File: config.mk
export PLATFORM = sky130hd
export DESIGN_NAME = acc_norm_sequencer
export DESIGN_NICKNAME = d
export VERILOG_FILES = /design/src/rtl/acc_norm_sequencer_pkg.sv /design/src/rtl/acc_norm_sequencer.sv
export SDC_FILE = /design/constraint.sdc
export NUM_CORES = 1
export LEC_CHECK = 0
export ABC_AREA = 1
export CAP_MARGIN = 5
export CORE_UTILIZATION = 45
export CTS_CLUSTER_SIZE = 24
export DETAILED_ROUTE_END_ITERATION = 7
export PLACE_DENSITY_LB_ADDON = 0.12
export SLEW_MARGIN = 10
export SYNTH_ARGS = -nofsm -noshare
export SYNTH_HDL_FRONTEND = slang
export SYNTH_SLANG_ARGS = --single-unit
File: constraint.sdc
create_clock -name clk -period 5.24 [get_ports clk]
set_input_delay 1.048 -clock clk [delete_from_list [all_inputs] [get_ports clk]]
set_output_delay 1.048 -clock clk [all_outputs]
set_load 0.02 [all_outputs]
File: src/rtl/acc_norm_sequencer_pkg.sv
// Purpose: shared definitions for the accelerometer normalisation sequencer.
// Latency: n/a (types and constants only).
// Backpressure: n/a.
//
// Holds the default axis width and the sequencer state encoding, so the
// attitude-sensor top level and benches can decode the FSM state.

`ifndef ACC_WIDTH
`define ACC_WIDTH 16
`endif

package acc_norm_sequencer_pkg;

    // Default width of one signed fixed-point accelerometer axis.
    localparam int ACC_WIDTH_DFLT = `ACC_WIDTH;

    // Default watchdog budget for the WAIT_DONE state, in cycles.
    localparam int TIMEOUT_DFLT = 1024;

    typedef enum logic [2:0] {
        ST_IDLE      = 3'd0,
        ST_START     = 3'd1,
        ST_WAIT_DONE = 3'd2,
        ST_RELEASE   = 3'd3,
        ST_OUTPUT    = 3'd4
    } seq_state_t;

    // Width of the WAIT_DONE cycle counter (at least one bit).
    function automatic int tcnt_width(input int cycles);
        return (cycles > 1) ? $clog2(cycles) : 1;
    endfunction

endpackage

File: src/rtl/acc_norm_sequencer.sv
// Purpose: drives accVecNorm's level start/done handshake for one raw accel sample at a time.
// Latency: 1 cycle before the normaliser, 2 cycles after its done; zero vectors bypass in 1 cycle.
// Backpressure: s_ready only in IDLE; m_valid/m_data hold until m_ready, one sample in flight.
//
// Ports:
//   clk, rst              clock; asynchronous active-high reset
//   s_valid/s_ready/s_data      raw sample stream, {z,y,x}, x in the LSBs
//   norm_start/norm_done        level-held handshake with accVecNorm
//   norm_data_in/norm_data_out  latched raw sample out, normalised vector in
//   m_valid/m_ready/m_data      result stream to the filter update stage
//   zero_vec                    one-cycle pulse when the zero-vector bypass is taken
//   timeout_err/err_clr         sticky watchdog flag and its clear
//   sample_cnt                  results delivered, wraps 0xFFFF -> 0

module acc_norm_sequencer
    import acc_norm_sequencer_pkg::*;
#(
    parameter int ACC_WIDTH      = acc_norm_sequencer_pkg::ACC_WIDTH_DFLT,
    parameter int TIMEOUT_CYCLES = acc_norm_sequencer_pkg::TIMEOUT_DFLT
) (
    input  logic                   clk,
    input  logic                   rst,

    input  logic                   s_valid,
    output logic                   s_ready,
    input  logic [3*ACC_WIDTH-1:0] s_data,

    output logic                   norm_start,
    input  logic                   norm_done,
    output logic [3*ACC_WIDTH-1:0] norm_data_in,
    input  logic [3*ACC_WIDTH-1:0] norm_data_out,

    output logic                   m_valid,
    input  logic                   m_ready,
    output logic [3*ACC_WIDTH-1:0] m_data,

    output logic                   zero_vec,
    output logic                   timeout_err,
    input  logic                   err_clr,
    output logic [15:0]            sample_cnt
);

    localparam int                TCNT_W    = tcnt_width(TIMEOUT_CYCLES);
    localparam logic [TCNT_W-1:0] TCNT_LAST = TCNT_W'(TIMEOUT_CYCLES - 1);

    seq_state_t        state;
    logic [TCNT_W-1:0] tcnt;
    // Remembers whether the normaliser finished (1) or the watchdog fired (0)
    // while RELEASE waits for done to drop.
    logic              ok;

    // Every output is a register written on state transitions, so nothing
    // combinational reaches an output from an input. norm_data_in doubles as
    // the sample register; m_data doubles as the result register.
    always_ff @(posedge clk or posedge rst) begin
        if (rst) begin
            state        <= ST_IDLE;
            tcnt         <= '0;
            ok           <= 1'b0;
            s_ready      <= 1'b0;
            norm_start   <= 1'b0;
            norm_data_in <= '0;
            m_valid      <= 1'b0;
            m_data       <= '0;
            zero_vec     <= 1'b0;
            timeout_err  <= 1'b0;
            sample_cnt   <= '0;
        end else begin
            zero_vec <= 1'b0;

            // A watchdog set later in this block overrides a same-cycle clear.
            if (err_clr) begin
                timeout_err <= 1'b0;
            end

            case (state)
                ST_IDLE: begin
                    s_ready <= 1'b1;
                    if (s_valid && s_ready) begin
                        norm_data_in <= s_data;
                        s_ready      <= 1'b0;
                        if (s_data == '0) begin
                            // Normalising a zero vector is undefined; pass zero straight out.
                            m_data   <= '0;
                            zero_vec <= 1'b1;
                            m_valid  <= 1'b1;
                            state    <= ST_OUTPUT;
                        end else begin
                            state <= ST_START;
                        end
                    end
                end

                ST_START: begin
                    norm_start <= 1'b1;
                    tcnt       <= '0;
                    state      <= ST_WAIT_DONE;
                end

                ST_WAIT_DONE: begin
                    tcnt <= tcnt + 1'b1;
                    if (norm_done) begin
                        // Done is checked first so it wins over a coincident timeout.
                        m_data     <= norm_data_out;
                        ok         <= 1'b1;
                        norm_start <= 1'b0;
                        state      <= ST_RELEASE;
                    end else if (tcnt == TCNT_LAST) begin
                        timeout_err <= 1'b1;
                        ok          <= 1'b0;
                        norm_start  <= 1'b0;
                        state       <= ST_RELEASE;
                    end
                end

                ST_RELEASE: begin
                    // Wait for the normaliser to return to idle before anything
                    // else can issue a new start. No watchdog here by design.
                    if (!norm_done) begin
                        if (ok) begin
                            m_valid <= 1'b1;
                            state   <= ST_OUTPUT;
                        end else begin
                            // Timed-out sample is dropped.
                            s_ready <= 1'b1;
                            state   <= ST_IDLE;
                        end
                    end
                end

                ST_OUTPUT: begin
                    if (m_ready) begin
                        m_valid    <= 1'b0;
                        sample_cnt <= sample_cnt + 16'd1;
                        s_ready    <= 1'b1;
                        state      <= ST_IDLE;
                    end
                end

                default: begin
                    s_ready    <= 1'b0;
                    norm_start <= 1'b0;
                    m_valid    <= 1'b0;
                    state      <= ST_IDLE;
                end
            endcase
        end
    end

endmodule
Word level (Yosys, flattened, before mapping):

Index checks and enable logic that the tools add are counted.

* reduce and logical (&&, ||, !) cells: 16
* add/sub/neg operators: 2
* equality and inequality tests: 13
* muxes and demuxes: 35
* bitwise operators: 2

Operators by type and width (count)
* two-way mux 48 bit: 3
* case mux 48 bit (2 select lines): 1
* logical NOT 48 bit: 1
* two-way mux 3 bit: 7
* case mux 10 bit (2 select lines): 1
* two-way mux 1 bit: 19
* adder 16 x 1 -> 16 bit, second input constant: 1
* case mux 3 bit (5 select lines): 1
* != test 2 bit, second input constant: 7
* AND reduction 4 bit: 3
* adder 10 x 1 -> 10 bit, second input constant: 1
* == test 10 bit, second input constant: 1
* case mux 1 bit (4 select lines): 2
* AND reduction 2 bit: 4
* == test 3 x 2 -> 1 bit, second input constant: 2
* AND reduction 6 bit: 1
* nonzero test 2 bit: 3
* == test 3 x 1 -> 1 bit, second input constant: 1
* == test 3 bit, second input constant: 1
* logical NOT 3 bit: 1
* != test 3 bit, second input constant: 1
* case mux 1 bit (3 select lines): 1
* OR reduction 3 bit: 1
* inverter 1 bit: 2
* other kinds (2): 2

* input bits: 102
* register bits: 131
* logic and storage cells: 79
* output and inout port bits: 117

Depth between registers and ports, before layout:

Gate-level depths: netlist of the first run.

* depth in word-level cells: 4
* mapped depth: 12
* gate-level depth less buffers: 11

Worst setup path after synthesis of the first run:

No wires, ideal clock.

* path kind: in2reg
* start: input port s_data[19]
* end: register m_data[0]
* data arrival time: 1995 ps
* buffers on the path: 2
* required time: 5123 ps
* path slack: 3128 ps
* stages on the path: 12
* library setup time: 117 ps
* path through: nor2_1 nand2_1 nor2_1 nand2_1 nor2_1 nand2_1 nand2_2 nand2_1 buf_6 buf_6 nand2_1 nand2_1

* longest elaborated chain between the ends: 3

RTL lines
* start: declaration: RTL line acc_norm_sequencer.sv:26 `input logic [3*ACC_WIDTH-1:0] s_data,`
* logical NOT 48 bit: RTL line acc_norm_sequencer.sv:82 `if (s_data == '0) begin`
* != test 2 bit (no source line)
* AND reduction 4 bit (no source line)
* end signal: assignment: RTL line acc_norm_sequencer.sv:104 `m_data <= norm_data_out;`
* end: declaration: RTL line acc_norm_sequencer.sv:35 `output logic [3*ACC_WIDTH-1:0] m_data,`

No other way between the ends.
A chain may end at the register's enable or synchronous reset.

Worst setup path in the final report of the first run:

* start: input port s_data[23]
* end: register m_data[19]

The elaborated chain is that of the path after synthesis.

==> results of run 1 <==
## flip-flops by register name, summed over array words and instances, names as in the netlist
signal        cells
m_valid           1
m_data           48
s_ready           1
state             3
norm_start        1
ok                1
norm_data_in     48
timeout_err       1
sample_cnt       16
zero_vec          1
tcnt             10
## routing by layer
layer  routed length [um]  share of wire, %  vias to the layer above  GRT usage [%]
met2                 8236                51                      165          41.01
li1                     -                 -                     2576              -
met5                    0                 0                        -              0
met3                  814               5.0                       17          5.068
met1                 6799                42                     2569          30.15
met4                  273               1.7                        0          8.703
## power groups by stage
stage,clock [uW],sequential (uW),combinational [uW]
6_report,1180,1540,2080
3_3_place_gp,0,1540,2040
4_1_cts,1200,1540,2100
5_1_grt,1240,1580,2240
3_5_place_dp,0,1550,2090
2_1_floorplan,0,1890,878
## Yosys cell counts, drive strengths merged
library cell	count	area [um2]
xor2	9	78.83
o21ai	19	98.85
mux2	42	559.3
clkbuf	6	22.52
o31a	1	8.760
xnor2	1	8.760
nor3	4	20.02
a21oi	3	15.01
o32ai	1	8.760
a32o	2	20.02
o22ai	2	12.51
nor2	97	386.6
o21a	1	7.510
nand2	186	713.2
nand3	65	330.3
nand4	5	31.28
dfrtp	131	3278
or2	1	6.260
ha	2	25.02
inv	89	334.1
buf	21	158.9
nand3b	1	7.510
## critical path, stage by stage
cell and delay (ns):
clkdlybuf4s50_1 0.44, nor2_1 0.11, nand2_1 0.06, nor2_1 0.16, nand2_1 0.09, nor2_1 0.11
nand2_1 0.10, nand2_2 0.72, nand2_1 0.12, buf_4 0.34, nand2_1 0.11, nand2_1 0.06
## layout make-up
| class | instances | area [um2] |
|---|---|---|
| Clock buffer | 26 | 519.2 |
| Clock inverter | 4 | 70.07 |
| Fill cell | 1060 | 4250 |
| Inverter | 89 | 336.6 |
| Multi-Input combinational cell | 442 | 2349 |
| Sequential cell | 131 | 3278 |
| Tap cell | 176 | 220.2 |
| Timing Repair Buffer | 223 | 2220 |
## cells by family (layout without fill, tap and decap cells)
group | after synthesis | after routing | share of synthesized area, %
compound gates | 29 | 29 | 2.795
xor+xnor | 10 | 10 | 1.428
fa+ha+maj | 2 | 2 | 0.4080
buf+inv | 116 | 342 | 8.407
flops | 131 | 131 | 53.46
mux | 42 | 42 | 9.120
simple gates | 359 | 359 | 24.38
## metrics by stage
stage               total power [uW]  setup WS [ns]  hold slack, ns  cells
floorplan                       2767         0.6943          0.4668    689
global placement                3578          1.708          0.4545   1061
detailed placement              3640          1.635          0.4587   1061
CTS                             4836          2.079          0.4719   1091
global route                    5061          1.794          0.4941   1091
finish                          4798          2.044          0.4688   1091
## final timing paths
check / end / slack [ns]
max: m_data[19]$_DFFE_PP0P_ / 2.04
min: m_data[29]$_DFFE_PP0P_ / 0.47
max reg2reg: m_data[19]$_DFFE_PP0P_ / 2.42
min reg2reg: m_data[29]$_DFFE_PP0P_ / 0.47
max in group asynchronous: m_data[19]$_DFFE_PP0P_ / 3.03
min in group asynchronous: norm_data_in[20]$_DFFE_PP0P_ / 1.15
==> results.yml, run 1 <==
timing:
  tightest_slew_ns: 1.109
  maxSlewHeadroom_pct: 25.79
  tns_ns: 0
  final-setup-viol-count: 0
  fin_skew_ns: 0.005207
  period_needed_ns: 3.196
  rsz0062_at_grt: "no"
  drv_slew: 0
  fin_crit_sh_pct: 60.98
  max_freq_ghz: 0.3129
  hold_viol: 0
clock_tree:
  clk_latency_ns: 0.41
  cts-root-buf: "clkbuf_16"
  cts_hold_buf: 0
  postCtsSetupBuffers: 0
  clk_path_buf_depth: 2
  htreeDepth: 4
  cts_made_buffers: 17
  clock_sinks: 131
  cts_tree: "done"
  cts-resized-gates: 0
  clkTransAtPathRegs_ns: 0.05
min_path:
  holdPathStages: 2
  hp-start: "m_data[29]$_DFFE_PP0P_"
  hp-class: "reg -> reg"
global_routing:
  grt_pass1_vias: 5193
  grt_antenna_before_repair: 0
  overflow: 0
  grt_util_all_layers_pct: 24.08
  grt_max_degree: 65
  grt_pass1_wl_um: 26410
logic_synthesis:
  syn_avg_cell_area_um2: 8.900
  synth.distinct_cells: 32
  syn-num-nets: 793
  synth_area_um2: 6132
  ys_ff_latch: 131
  synthCells: 689
  ys_seq_area_share_pct: 53.46
  ys_warn_count: 0
die:
  core_um2: 13240
  die_height_um: 118.7
  chipWidth_um: 118.7
  dieArea_um2: 14100
  ios: 219
  start_util_pct: 46.31
  rows: 42
critical_path:
  worst-setup-path-type: "in -> reg"
  critPathArrivalTime_ns: 3.48
  required_ns: 5.53
  startpoint_type: "input pin"
  rr_worst_depth: 8
  critical_path_peak_fanout: 52
  r2r-start: "state[0]$_DFFE_PP0P_"
  endpoint_kind: "flop"
  crit_start: "s_data[23]"
layout:
  syn_to_final_growth_pct: 46.64
  drive_gt1_share_pct: 10.16
  fin_nets: 1008
  fin_util_pct: 67.90
  mostFrequentLayoutCells: "218 x clkdlybuf4s50_1, 179 x nand2_1, 131 x dfrtp_1"
  final_common_cell: "clkdlybuf4s50_1"
  final_cell_area_um2: 8992
  diodes: 0
drt:
  ant_nets: 0
  drc_errors: 0
  dr.pass1.iters: 4
  wl_per_cell_um: 14.78
  routed_wl_um: 16120
  num_vias: 5327
  viasPerCell: 4.883
  drt_iter0_drc: 406
placement:
  gp_congestion: 0.8160
  dpl.hpwl_um: 11410
  portBuffers: 218
  place_area_um2: 8403
power:
  seqPwrFrac_pct: 32.1
  pwr-share-clk_pct: 24.5
  power.switching_uw: 1745
  intPower_uw: 3052
  leakagePower_uw: 0.004474
  switching_share_pct: 36.37
  power.density_nw_per_um2: 533.5
  p_comb_share_pct: 43.4
  ir_drop_v: 0.0002765
run_status:
  outcome: "finished clean"
flow_run:
  maxCapViolCount: 0
(Power assumes the default switching activity.)
==> run 2, diff against run 1 <==
==> constraint.sdc (replaced) <==
create_clock -name clk -period 3.1 [get_ports clk]
set_input_delay 0.62 -clock clk [delete_from_list [all_inputs] [get_ports clk]]
set_output_delay 0.62 -clock clk [all_outputs]
set_load 0.02 [all_outputs]
==> run 2 against run 1 <==
Clock skew rose by 0.0024 ns. Global-route usage fell by 0.34 points. Sequential cell count did not move. Clock power rose by 56%. Setup slack got worse by 1.2 ns.
==> results.yml, run 2 (synthesis gave the netlist of run 1 again) <==
run_status:
  outcome: "finished clean"
critical_path:
  critPathArrivalTime_ns: 2.52
  critical_path_peak_fanout: 48
  cp_cell_sequence: "clkdlybuf4s50_1, nor2_1, nand2_1, nor2_1, nand2_1, nor2_1, nand2_1, nand2_2, nand2_1, buf_4, nand2_1, nand2_1"
  r2r-end: "m_data[4]$_DFFE_PP0P_"
  required_ns: 3.40
  rr_worst_depth: 8
  startpoint_type: "input pin"
  crit_slowest_cell: "clkdlybuf4s50_1"
  crit_start: "s_data[26]"
  endpoint: "m_data[13]$_DFFE_PP0P_"
  path_delay_family: "simple AND/OR/NAND/NOR gates"
  slowest_delay_ns: 0.45
  path_depth: 12
  worst-setup-path-type: "in -> reg"
  crit_top_cell: "nand2_1"
  crit_buf_inv: 2
  r2r-start: "state[0]$_DFFE_PP0P_"
  reg2reg_slack_ns: 1.24
  endpoint_kind: "flop"
layout:
  reg.largest.list: "m_data x48, norm_data_in x48, sample_cnt x16"
  diodes: 0
  syn_to_final_growth_pct: 46.58
  mostFrequentLayoutCells: "218 x clkdlybuf4s50_1, 179 x nand2_1, 131 x dfrtp_1"
  num-fill-cells: 1113
  final_cell_area_um2: 8989
  drive_gt1_share_pct: 10.35
  fin_nets: 1011
  final_common_cell: "clkdlybuf4s50_1"
clock_tree:
  cts_tree: "done"
  cts_hold_buf: 0
  cts-root-buf: "clkbuf_16"
  clk_path_buf_depth: 2
  clk_latency_ns: 0.41
  clock_sinks: 131
  cts-resized-gates: 0
  clkTransAtPathRegs_ns: 0.06
  htreeDepth: 4
  postCtsSetupBuffers: 0
  cts_made_buffers: 17
global_routing:
  met2_usage_pct: 38.96
  grt_pass1_vias: 5232
  grt_pass1_wl_um: 26150
  top_usage_layer: "met2"
  met3_usage_pct: 5.598
  grt_antenna_before_repair: 0
  overflow: 0
  grt_max_degree: 98
  use_met1_pct: 30.31
  grt_util_all_layers_pct: 23.74
timing:
  maxSlewHeadroom_pct: 64.06
  tightest_slew_ns: 0.5391
  max_freq_ghz: 0.4503
  rsz0062_at_grt: "no"
  period_needed_ns: 2.221
  fin_crit_sh_pct: 71.63
  final-setup-viol-count: 0
  hold_viol: 0
  fin_skew_ns: 0.007560
  tns_ns: 0
  drv_slew: 0
die:
  dieArea_um2: 14100
  chipWidth_um: 118.7
  core_um2: 13240
  start_util_pct: 46.31
  die_height_um: 118.7
  rows: 42
  ios: 219
power:
  ir_drop_v: 0.0004756
  power.density_nw_per_um2: 888.6
  leakagePower_uw: 0.004472
drt:
  routed_wl_um: 15810
  ant_nets: 0
  wl_per_cell_um: 14.45
  viasPerCell: 4.838
  dr.pass1.iters: 5
  drt_iter0_drc: 343
  num_vias: 5293
  drc_errors: 0
flow_run:
  maxCapViolCount: 0
min_path:
  hp-class: "reg -> reg"
  holdPathStages: 2
placement:
  place_area_um2: 8452
  gp_congestion: 0.8139
  dpl.hpwl_um: 11280
  portBuffers: 218
run 2: layout make-up:
| class | count | area [um2] | share of cell area (%) |
|---|---|---|---|
| clock buffers | 24 | 481.7 | 5.359 |
| repair buffers | 226 | 2267 | 25.22 |
| clock inverters | 6 | 55.05 | 0.6125 |
| well taps | 176 | 220.2 | 2.450 |
| inverters | 89 | 337.8 | 3.758 |
| flip-flops and latches | 131 | 3278 | 36.47 |
| multi-input cells | 442 | 2349 | 26.13 |
run 2: metrics by stage:
stage / utilization (%) / power (uW) / hold slack [ns] / setup WS (ns) / instances
final: 67.88 / 7987 / 0.4661 / 0.8794 / 1094
after global routing: 67.88 / 8448 / 0.4825 / 0.6575 / 1094
after CTS: 67.88 / 8039 / 0.4712 / 0.8924 / 1094
after detailed placement: 63.82 / 6178 / 0.4578 / 0.4814 / 1064
after global placement: 63.82 / 6095 / 0.4520 / 0.5567 / 1064
after floorplan: - / 4677 / 0.4668 / 0.8568 / 689
run 2: worst min path at each step:
stage | from | slack [ns] | endpoint
2_1_floorplan | tcnt[0]$_DFFE_PP0N_ | 0.47 | tcnt[0]$_DFFE_PP0N_
3_3_place_gp | m_data[19]$_DFFE_PP0P_ | 0.45 | m_data[19]$_DFFE_PP0P_
3_5_place_dp | m_data[35]$_DFFE_PP0P_ | 0.46 | m_data[35]$_DFFE_PP0P_
4_1_cts | m_data[35]$_DFFE_PP0P_ | 0.47 | m_data[35]$_DFFE_PP0P_
5_1_grt | m_data[29]$_DFFE_PP0P_ | 0.48 | m_data[29]$_DFFE_PP0P_
6_report | m_data[35]$_DFFE_PP0P_ | 0.47 | m_data[35]$_DFFE_PP0P_
run 2: report_power, final:
group | internal [uW] | leakage, uW | switching (uW) | total, uW
clock | 1150 | 0.000269 | 693 | 1840
sequential | 2260 | 0.00169 | 333 | 2590
combinational | 1620 | 0.00252 | 1930 | 3550
run 2: metal layers:
metal,vias up,share of wire [%]
li1,2584,-
met1,2512,43
met2,168,49
met3,29,5.1
met4,0,2.5
met5,-,0
run 2: worst min-delay path: cells and delay by family, from the launching register on:
kind | cells | cell delay [ns]
simple gates | 2 | 0.10
flops | 1 | 0.33
==> run 3, diff against run 2 <==
--- a/config.mk
+++ b/config.mk
@@ -7,7 +7,7 @@
 export LEC_CHECK = 0
 export ABC_AREA = 1
 export CAP_MARGIN = 5
-export CORE_UTILIZATION = 45
+export CORE_UTILIZATION = 41
 export CTS_CLUSTER_SIZE = 24
 export DETAILED_ROUTE_END_ITERATION = 7
 export PLACE_DENSITY_LB_ADDON = 0.12
==> constraint.sdc (replaced) <==
create_clock -name clk -period 1.9 [get_ports clk]
set_input_delay 0.38 -clock clk [delete_from_list [all_inputs] [get_ports clk]]
set_output_delay 0.38 -clock clk [all_outputs]
set_load 0.02 [all_outputs]
==> run 3 against run 2 <==
Non-clock buffer count grew 24. Worst hold slack lost 0.031 ns. Via count grew 0.72%. Core utilization shrank 4.2 points. Cell count grew 2.8%. Sequential share of layout area shrank 1.2 points. Global-route usage shrank 2.1 points. Critical path type is now reg -> out. Die area grew 9.6%. First-iteration DRC count shrank 7.9%.
==> results.yml, run 3 (synthesis gave the netlist of run 1 again) <==
run_status:
  outcome: "finished clean"
critical_path:
  path_delay_family: "buffers and inverters"
  critical_path_peak_fanout: 4
  crit_slowest_cell: "clkdlybuf4s50_1"
  r2r-end: "norm_start$_DFFE_PP0P_"
  slowest_delay_ns: 0.64
  path_depth: 1
  endpoint: "sample_cnt[4]"
  crit_start: "sample_cnt[4]$_DFFE_PP0P_"
  worst-setup-path-type: "reg -> out"
  crit_buf_inv: 1
  reg2reg_slack_ns: 0.22
  rr_worst_depth: 8
  required_ns: 1.52
  critPathArrivalTime_ns: 1.45
  r2r-start: "tcnt[0]$_DFFE_PP0N_"
  endpoint_kind: "output port"
  startpoint_type: "flop"
  cp_cell_sequence: "clkdlybuf4s50_1"
timing:
  fin_skew_ns: 0.005062
  tightest_slew_ns: 0.3968
  final-setup-viol-count: 0
  period_needed_ns: 1.834
  maxSlewHeadroom_pct: 73.55
  drv_slew: 0
  rsz0062_at_grt: "no"
  hold_viol: 0
  fin_crit_sh_pct: 96.53
  setup_slack_ns: 0.06590
  max_freq_ghz: 0.5452
placement:
  place_area_um2: 8692
  gp_congestion: 0.7813
  dpl.hpwl_um: 11590
  place_ws_ns: -0.2383
  portBuffers: 218
power:
  power.switching_uw: 4822
  p_comb_share_pct: 44.2
  seqPwrFrac_pct: 31.6
  intPower_uw: 8633
  ir_drop_v: 0.001213
  switching_share_pct: 35.84
  power.density_nw_per_um2: 1448
  leakagePower_uw: 0.004660
  pwr-share-clk_pct: 24.3
drt:
  viasPerCell: 4.739
  drt_iter0_drc: 316
  num_vias: 5331
  routed_wl_um: 16020
  wl_per_cell_um: 14.24
  drc_errors: 0
  ant_nets: 0
  dr.pass1.iters: 7
die:
  die_height_um: 124.3
  dieArea_um2: 15450
  chipWidth_um: 124.3
  core_um2: 14590
  rows: 44
  ios: 219
  start_util_pct: 42.03
layout:
  reg.largest.list: "m_data x48, norm_data_in x48, sample_cnt x16"
  final_cell_area_um2: 9293
  mostFrequentLayoutCells: "216 x clkdlybuf4s50_1, 179 x nand2_1, 131 x dfrtp_1"
  diodes: 0
  syn_to_final_growth_pct: 51.54
  fin_util_pct: 63.70
  final_common_cell: "clkdlybuf4s50_1"
  drive_gt1_share_pct: 12.86
  fin_nets: 1035
clock_tree:
  cts_tree: "done"
  clock_sinks: 131
  clkTransAtPathRegs_ns: 0.05
  htreeDepth: 4
  cts_made_buffers: 17
  clk_path_buf_depth: 2
  postCtsSetupBuffers: 0
  cts-root-buf: "clkbuf_16"
  clk_latency_ns: 0.41
global_routing:
  grt_antenna_before_repair: 0
  grt_pass1_wl_um: 26680
  grt_pass1_vias: 5439
  grt_util_all_layers_pct: 21.68
  grt_max_degree: 71
  overflow: 0
flow_run:
  maxCapViolCount: 0
min_path:
  hp-class: "in -> async"
[run 3: changes by cell type in the layout (fill, tap and decap cells not counted), sizes merged]
cell	before	now
clkdlybuf4s50	218	216
clkinv	5	2
buf	8	32
clkbuf	24	25
bufinv	1	2
dlymetal6s2s	0	2
[run 3: tightest hold or removal path, stage by stage]
cell,delay [ns]
clkdlybuf4s50_1,0.44
clkinvlp_4,0.12
buf_12,0.30
[run 3: layout make-up]
type	instances	area, um2
Timing Repair Buffer	250	2502
Sequential cell	131	3278
Tap cell	184	230.2
Inverter	89	337.8
Multi-Input combinational cell	442	2349
Clock inverter	4	70.07
Clock buffer	25	525.5
Fill cell	1224	5296
[run 3: through the flow]
stage | std cells | hold slack [ns] | setup TNS (ns) | total power (uW)
2_1_floorplan | 689 | 0.4668 | -13.52 | 7631
3_3_place_gp | 1096 | 0.4554 | -8.349 | 10120
3_5_place_dp | 1096 | 0.4585 | -10.70 | 10270
4_1_cts | 1125 | 0.4414 | 0 | 13600
5_1_grt | 1125 | 0.4851 | 0 | 14240
6_report | 1125 | 0.4348 | 0 | 13450
[run 3: power by group through the flow]
stage	sequential (uW)	clock, uW	combinational, uW
2_1_floorplan	5210	0	2420
3_3_place_gp	4230	0	5890
3_5_place_dp	4280	0	5980
4_1_cts	4250	3340	6000
5_1_grt	4360	3460	6410
6_report	4250	3260	5940
[run 3: timing repair]
| item | 4_1_cts | 5_1_grt |
|---|---|---|
| hold buffers | 0 | 0 |
| gates resized for setup | 0 | 2 |
| hold endpoints to repair | 0 | 0 |
| endpoints found under the setup margin | 0 | 2 |
[run 3: layer usage]
metal | vias up | GRT usage [%] | wire length, um
li1 | 2625 | - | -
met1 | 2518 | 26.76 | 6829
met2 | 160 | 36.14 | 8102
met3 | 28 | 5.069 | 702
met4 | 0 | 9.497 | 384
met5 | - | 0 | 0
[run 3: worst min-delay path by stage]
stage / endpoint / slack (ns) / depth (start not counted)
CTS: norm_data_in[14]$_DFFE_PP0P_ / 0.44 / 3
global route: norm_data_in[9]$_DFFE_PP0P_ / 0.49 / 3
floorplan: tcnt[0]$_DFFE_PP0N_ / 0.47 / 1
finish: norm_data_in[9]$_DFFE_PP0P_ / 0.43 / 3
global placement: m_data[30]$_DFFE_PP0P_ / 0.46 / 2
detailed placement: m_data[39]$_DFFE_PP0P_ / 0.46 / 2
